===== config.mk =====
export PLATFORM = sky130hd
export DESIGN_NAME = spi_ram_cmd
export DESIGN_NICKNAME = d
export VERILOG_FILES = /design/src/rtl/spi_ram_pkg.sv /design/src/rtl/spi_ram_array.sv /design/src/rtl/spi_ram_cmd.sv
export SDC_FILE = /design/constraint.sdc
export NUM_CORES = 2
export LEC_CHECK = 0
export CORE_UTILIZATION = 30
export CTS_CLUSTER_DIAMETER = 200
export DETAILED_ROUTE_END_ITERATION = 12
export PLACE_DENSITY = 0.46
export SYNTH_ARGS = -nofsm -noshare
export SYNTH_HDL_FRONTEND = slang
export SYNTH_SLANG_ARGS = --single-unit

===== constraint.sdc =====
create_clock -name clk -period 3.1 [get_ports clk]
set_clock_uncertainty 0.2 [all_clocks]
set_input_delay 0.62 -clock clk [delete_from_list [all_inputs] [get_ports clk]]
set_output_delay 0.62 -clock clk [all_outputs]
set_load 0.01 [all_outputs]

===== src/rtl/spi_ram_pkg.sv =====
// Shared types for the command-decoded SPI RAM: the 2-bit command codes
// carried in the top bits of each frame and the read-output FSM states.
package spi_ram_pkg;

    typedef enum logic [1:0] {
        CMD_WR_ADDR = 2'b00,
        CMD_WR_DATA = 2'b01,
        CMD_RD_ADDR = 2'b10,
        CMD_RD_DATA = 2'b11
    } cmd_e;

    // IDLE: no read data outstanding. HOLD: dout carries unconsumed data.
    typedef enum logic {
        IDLE = 1'b0,
        HOLD = 1'b1
    } out_state_e;

endpackage


===== src/rtl/spi_ram_array.sv =====
// Storage for the command RAM: one synchronous write port and a registered
// read port with enable. The read register can be forced to zero so the
// caller can return 0 for out-of-range reads without a separate output mux.
// The stored words themselves are never reset; only the read register is.
module spi_ram_array #(
    parameter int WORD_W    = 8,
    parameter int MEM_DEPTH = 256,
    localparam int IDX_W    = (MEM_DEPTH > 1) ? $clog2(MEM_DEPTH) : 1
) (
    input  logic              clk,
    input  logic              rst_n,
    input  logic              wr_en,
    input  logic [IDX_W-1:0]  wr_idx,
    input  logic [WORD_W-1:0] wr_data,
    input  logic              rd_en,
    input  logic              rd_zero,
    input  logic [IDX_W-1:0]  rd_idx,
    output logic [WORD_W-1:0] rd_data
);

    logic [WORD_W-1:0] mem [MEM_DEPTH];

    // Write port: caller only asserts wr_en for in-range indices.
    always_ff @(posedge clk) begin
        if (wr_en) begin
            mem[wr_idx] <= wr_data;
        end
    end

    // Read register: loads on rd_en, cleared by reset so held data is lost.
    always_ff @(posedge clk or negedge rst_n) begin
        if (!rst_n) begin
            rd_data <= '0;
        end else if (rd_en) begin
            rd_data <= rd_zero ? '0 : mem[rd_idx];
        end
    end

endmodule


===== src/rtl/spi_ram_cmd.sv =====
// Command-decoded single-port RAM behind the SPI slave. Each frame on din
// carries a 2-bit command and a WORD_W payload. Reads are returned on dout
// with a valid/ready handshake:
//   tx_valid=1 means dout holds unconsumed data; a transfer completes at a
//   rising edge where tx_valid=1 and tx_ready=1. While tx_valid=1, dout is
//   stable. A read command arriving while data is held and tx_ready=0 is
//   discarded and reported on rd_drop.
// Optional feature: define SPI_RAM_AUTO_INC_EN to post-increment wr_addr on
// each data write and rd_addr on each accepted data read (wrap at
// MEM_DEPTH-1; out-of-range addresses step upward without wrapping).
module spi_ram_cmd
    import spi_ram_pkg::*;
#(
    parameter int WORD_W    = 8,
    parameter int ADDR_W    = 8,
    parameter int MEM_DEPTH = 256
) (
    input  logic              clk,
    input  logic              rst_n,
    input  logic              rx_valid,
    input  logic [WORD_W+1:0] din,
    input  logic              tx_ready,
    output logic [WORD_W-1:0] dout,
    output logic              tx_valid,
    output logic              rd_drop,
    output logic              addr_err
);

    localparam int IDX_W = (MEM_DEPTH > 1) ? $clog2(MEM_DEPTH) : 1;
    // Depth as an ADDR_W+1 bit value so range checks compare equal widths.
    localparam logic [ADDR_W:0] DEPTH_C = MEM_DEPTH[ADDR_W:0];

    cmd_e              cmd;
    logic [ADDR_W-1:0] pl_addr;
    logic [ADDR_W-1:0] wr_addr;
    logic [ADDR_W-1:0] rd_addr;
    logic              wr_in_range;
    logic              rd_in_range;
    logic              wr_cmd;
    logic              rd_cmd;
    logic              rd_accept;
    logic              rd_dropped;
    out_state_e        state_q;
    out_state_e        state_d;

    assign cmd     = cmd_e'(din[WORD_W+1:WORD_W]);
    assign pl_addr = din[ADDR_W-1:0];

    assign wr_in_range = ({1'b0, wr_addr} < DEPTH_C);
    assign rd_in_range = ({1'b0, rd_addr} < DEPTH_C);

    assign wr_cmd = rx_valid && (cmd == CMD_WR_DATA);
    assign rd_cmd = rx_valid && (cmd == CMD_RD_DATA);
    // A read is taken when nothing is held, or the held word leaves this edge.
    assign rd_accept  = rd_cmd && ((state_q == IDLE) || tx_ready);
    assign rd_dropped = rd_cmd && (state_q == HOLD) && !tx_ready;

`ifdef SPI_RAM_AUTO_INC_EN
    localparam logic [ADDR_W:0] LAST_C = DEPTH_C - 1'b1;
    logic [ADDR_W-1:0] wr_addr_inc;
    logic [ADDR_W-1:0] rd_addr_inc;
    // Wrap only from the last valid word; out-of-range addresses keep stepping.
    assign wr_addr_inc = ({1'b0, wr_addr} == LAST_C) ? '0 : wr_addr + 1'b1;
    assign rd_addr_inc = ({1'b0, rd_addr} == LAST_C) ? '0 : rd_addr + 1'b1;
`endif

    // Address registers: explicit loads, plus post-increment when enabled.
    always_ff @(posedge clk or negedge rst_n) begin
        if (!rst_n) begin
            wr_addr <= '0;
            rd_addr <= '0;
        end else begin
            if (rx_valid && (cmd == CMD_WR_ADDR)) begin
                wr_addr <= pl_addr;
            end
`ifdef SPI_RAM_AUTO_INC_EN
            else if (wr_cmd) begin
                wr_addr <= wr_addr_inc;
            end
`endif
            if (rx_valid && (cmd == CMD_RD_ADDR)) begin
                rd_addr <= pl_addr;
            end
`ifdef SPI_RAM_AUTO_INC_EN
            else if (rd_accept) begin
                rd_addr <= rd_addr_inc;
            end
`endif
        end
    end

    spi_ram_array #(
        .WORD_W    (WORD_W),
        .MEM_DEPTH (MEM_DEPTH)
    ) u_array (
        .clk     (clk),
        .rst_n   (rst_n),
        .wr_en   (wr_cmd && wr_in_range),
        .wr_idx  (wr_addr[IDX_W-1:0]),
        .wr_data (din[WORD_W-1:0]),
        .rd_en   (rd_accept),
        .rd_zero (!rd_in_range),
        .rd_idx  (rd_addr[IDX_W-1:0]),
        .rd_data (dout)
    );

    // Output FSM state register.
    always_ff @(posedge clk or negedge rst_n) begin
        if (!rst_n) begin
            state_q <= IDLE;
        end else begin
            state_q <= state_d;
        end
    end

    // Output FSM next state: load on accepted read, release on handshake.
    always_comb begin
        state_d = state_q;
        case (state_q)
            IDLE: begin
                if (rd_accept) begin
                    state_d = HOLD;
                end
            end
            HOLD: begin
                if (tx_ready && !rd_cmd) begin
                    state_d = IDLE;
                end
            end
            default: state_d = IDLE;
        endcase
    end

    assign tx_valid = (state_q == HOLD);

    // Single-cycle status pulses for the edge that saw the offending command.
    always_ff @(posedge clk or negedge rst_n) begin
        if (!rst_n) begin
            rd_drop  <= 1'b0;
            addr_err <= 1'b0;
        end else begin
            rd_drop  <= rd_dropped;
            addr_err <= (wr_cmd && !wr_in_range) || (rd_accept && !rd_in_range);
        end
    end

endmodule


==> results.md <==
- Routed WL per cell: 29.8 µm
- Tot Pwr: 69.1 mW
- Maximum clock path buffer count: 3
- XOR/XNOR Fraction of Synth Area: 0%
- Clock Latency Late Sink: slightly below 0.9 ns
- Nets@finish: 4834
- Final wirelength: 255000 µm
- Post-synthesis mux area share: ~15%
- Starting Density: 30.2%
- Power per cell area: a little under 700 nW/µm²
- Placed cell count: 8072
- R2R Setup Slk: -0.1 ns
- Core Rows: 190
- Final instance area: roughly 100000 µm²
- Iter 0 DRT Violations: 4491
- Placed inst area: 91600 µm²
- Final hold viol count: 0
- Post-DP HPWL: 169000 µm
- Synth warnings: 0
- Dominant synthesized flop cell: edfxtp_1
- I/O pins: 25
- Sum Neg Setup Slack: -0.208 ns
- Async set-or-reset flop fraction in the synthesized netlist: 1.25%
- Die area: roughly 270000 µm²
- Post-Synth Simple-Gate Area: ~3.2%
- GRT Util Overall: 18.6%
- Worst-path fanout max: 4
- Status: finished, violations left
- Global-route wire length before repair: 355000 µm
- Via/cell ratio: 5.08
- Count of pins over their slew limit: 0
- Finished Layout Cells: 8556
- Number of global-route vias before repair: 43900
- H-tree levels: 4
- Worst Path Arrival: 3.75 ns
- Cells after synthesis: 3922
- Post-DRT Antenna Nets: 0
- Startpoint types: flop
- Layout cells sized above 1: between 30% and 40%
- Cell taking the most area after synthesis: edfxtp_1
- Most frequent cell after synthesis: edfxtp_1
- Mapped Area: between 80000 and 90000 µm²
- Synth Area in Compound Gates: a little under 3%
- Worst-margin pin slew: 0.875 ns
- CTS buffer count: 222
- Post-Syn Nets: 3936
- R2R depth: 11
- Ranking of synthesized cells by area: edfxtp_1 76%, mux4_2 12%, mux2i_1 2.5%
- RR Startpoint: rd_addr[0]
- RePlAce Congestion: roughly 0.84
- Hold wc startpoint: din[1]
- Pre-CTS WS: -1.14 ns
- Root Buffer: clkbuf_16
- Synth Register Bits: 2074
- # DRC: 0
- Reg2reg end: u_array.rd_data[0]
- Worst-path clk slew: 0.06 ns
- Synth Area in Adders: 0%
- Die height: 521 µm
- Critical Path End Type: flop
- Top cells by count, synth: 2048 x edfxtp_1, 426 x mux4_2, 315 x nor2_1
- Min-Delay Endpoint: u_array.mem[133][1]
- Worst hold path type: primary input to flop
- Tcrit/Tclk final: 103%
- WP data required: approximately 3.7 ns
- Largest net degree at the start of global routing: 119
- Die W: between 500 and 600 µm
- Combinational family with the most area after synthesis: multiplexers
- Max VDD drop: 0.524 mV
- Port bufs: 23
- Share of the synthesized area in the top cell type: around three quarters
- Via count: 43400
- Setup-failing EPs final: 6
- EDFF count, synth: a little over 2000
- Final core utilization: about 38%
- Hold path cells: 1
- RSZ-0062 raised after global routing: true
- Static Leak: roughly 33 nW
- Failing checks: setup timing
- Total grt overflow: 0
- Register area share after synthesis: 76.8%
- Worst-case hold slack: roughly 0.24 ns
- Worst setup margin: -0.0996 ns
- Critical path class: flop to flop
- Max-Slew Margin vs Limit: 41.7%
- Synth Area per Inst: 20.6 µm²
- CTS tree: yes
- Area delta synth->final: 24.3%
- Initial antenna violation count: 6
- Peak Freq: 313 MHz
- Unique cell type count in the Yosys netlist: 71
- Total iterations of the first detailed-routing run: 5
- Max-cap viol count: 0
- Fin crit period: 3.20 ns
- Core Footprint: approximately 270000 µm²
- CTS sink count: between 2000 and 2500
-- power by group --
part | internal (mW) | switching [mW]
Clock | 14.7 | 11.3
Sequential | 30.9 | 0.252
Combinational | 5.25 | 6.71
-- registers in the layout (all words and copies together), names as in the netlist --
register / cells
rd_drop: 1
wr_addr: 8
rd_addr: 8
u_array.rd_data: 8
u_array.mem: 2048
tx_valid: 1
-- what timing repair did --
| action | CTS | global route |
|---|---|---|
| pin swaps | 32 | 35 |
| cloned | 8 | 2 |
| setup buffers | 50 | 20 |
| endpoints found under the hold margin | 180 | 0 |
| endpoints found under the setup margin | 8 | 8 |
| gates resized for setup | 158 | 63 |
| hold buffers | 8 | 0 |
-- cells in the final DEF (no fill, tap or decap), types with 9 or more instances in the layout --
cell type / Yosys / final
clkbuf_16: 0 / 224
buf_6: 35 / 21
nor2_1: 315 / 308
nand2_1: 109 / 105
bufinv_16: 0 / 16
a31oi_1: 15 / 11
clkdlybuf4s50_1: 0 / 15
buf_12: 4 / 113
a21oi_2: 0 / 9
nand4_1: 13 / 13
nand3_1: 55 / 51
o22ai_2: 0 / 9
a22oi_1: 40 / 34
clkinv_1: 1 / 54
mux2i_1: 200 / 197
clkbuf_1: 102 / 45
and2_1: 12 / 10
o22ai_1: 77 / 64
dfrtp_1: 26 / 21
clkinv_2: 0 / 38
nor3_1: 24 / 20
a211oi_1: 25 / 20
buf_4: 21 / 726
o21ai_1: 3 / 9
mux4_1: 13 / 10
or3_1: 14 / 13
mux2_2: 26 / 26
edfxtp_1: 2048 / 2048
mux4_2: 426 / 429
buf_16: 0 / 10
a21oi_1: 47 / 37
nor2b_1: 16 / 14
clkinv_16: 0 / 10
buf_8: 17 / 15
o221ai_1: 36 / 31
a221oi_1: 15 / 9
o21ai_0: 33 / 22
-- worst max-delay path by stage --
stage | cells past startpoint | startpoint | end
4_1_cts | 11 | rd_addr[0] | u_array.rd_data[1]
2_1_floorplan | 10 | rd_addr[0] | u_array.rd_data[2]
3_5_place_dp | 10 | rx_valid | u_array.rd_data[1]
3_3_place_gp | 10 | din[8] | u_array.rd_data[1]
5_1_grt | 10 | rd_addr[0] | u_array.rd_data[0]
6_report | 11 | rd_addr[0] | u_array.rd_data[0]
-- logic make-up after synthesis --
family          Yosys count
mux                     665
other cells               1
compound gates          344
simple gates            594
buf+inv                 244
flops                  2074
-- worst max-delay path: stages (launching register included) --
cell and delay, ns:
dfrtp_4 0.51, buf_12 0.16, buf_12 0.14, buf_12 0.14, buf_12 0.13, buf_12 0.12
buf_6 0.12, mux4_2 0.42, mux4_2 0.61, nor2_4 0.18, nor4_4 0.08, a221o_1 0.26
-- routing by layer --
layer	routed length, µm	GRT usage [%]
met1	114000	26.5
met2	119000	29.5
met3	14500	2.90
met4	6890	5.19
met5	18	0
-- cell type report --
| cell class | instances | area, µm² |
|---|---|---|
| fillers | 24700 | 168000 |
| diodes | 2 | 5.00 |
| clock buffers | 272 | 5790 |
| multi-input cells | 1604 | 18000 |
| inverters | 4 | 20.0 |
| flip-flops and latches | 2074 | 62200 |
| well taps | 3552 | 4440 |
| clock inverters | 134 | 1360 |
| repair buffers | 914 | 8840 |
Note: power is estimated with default switching activity, not from simulation.
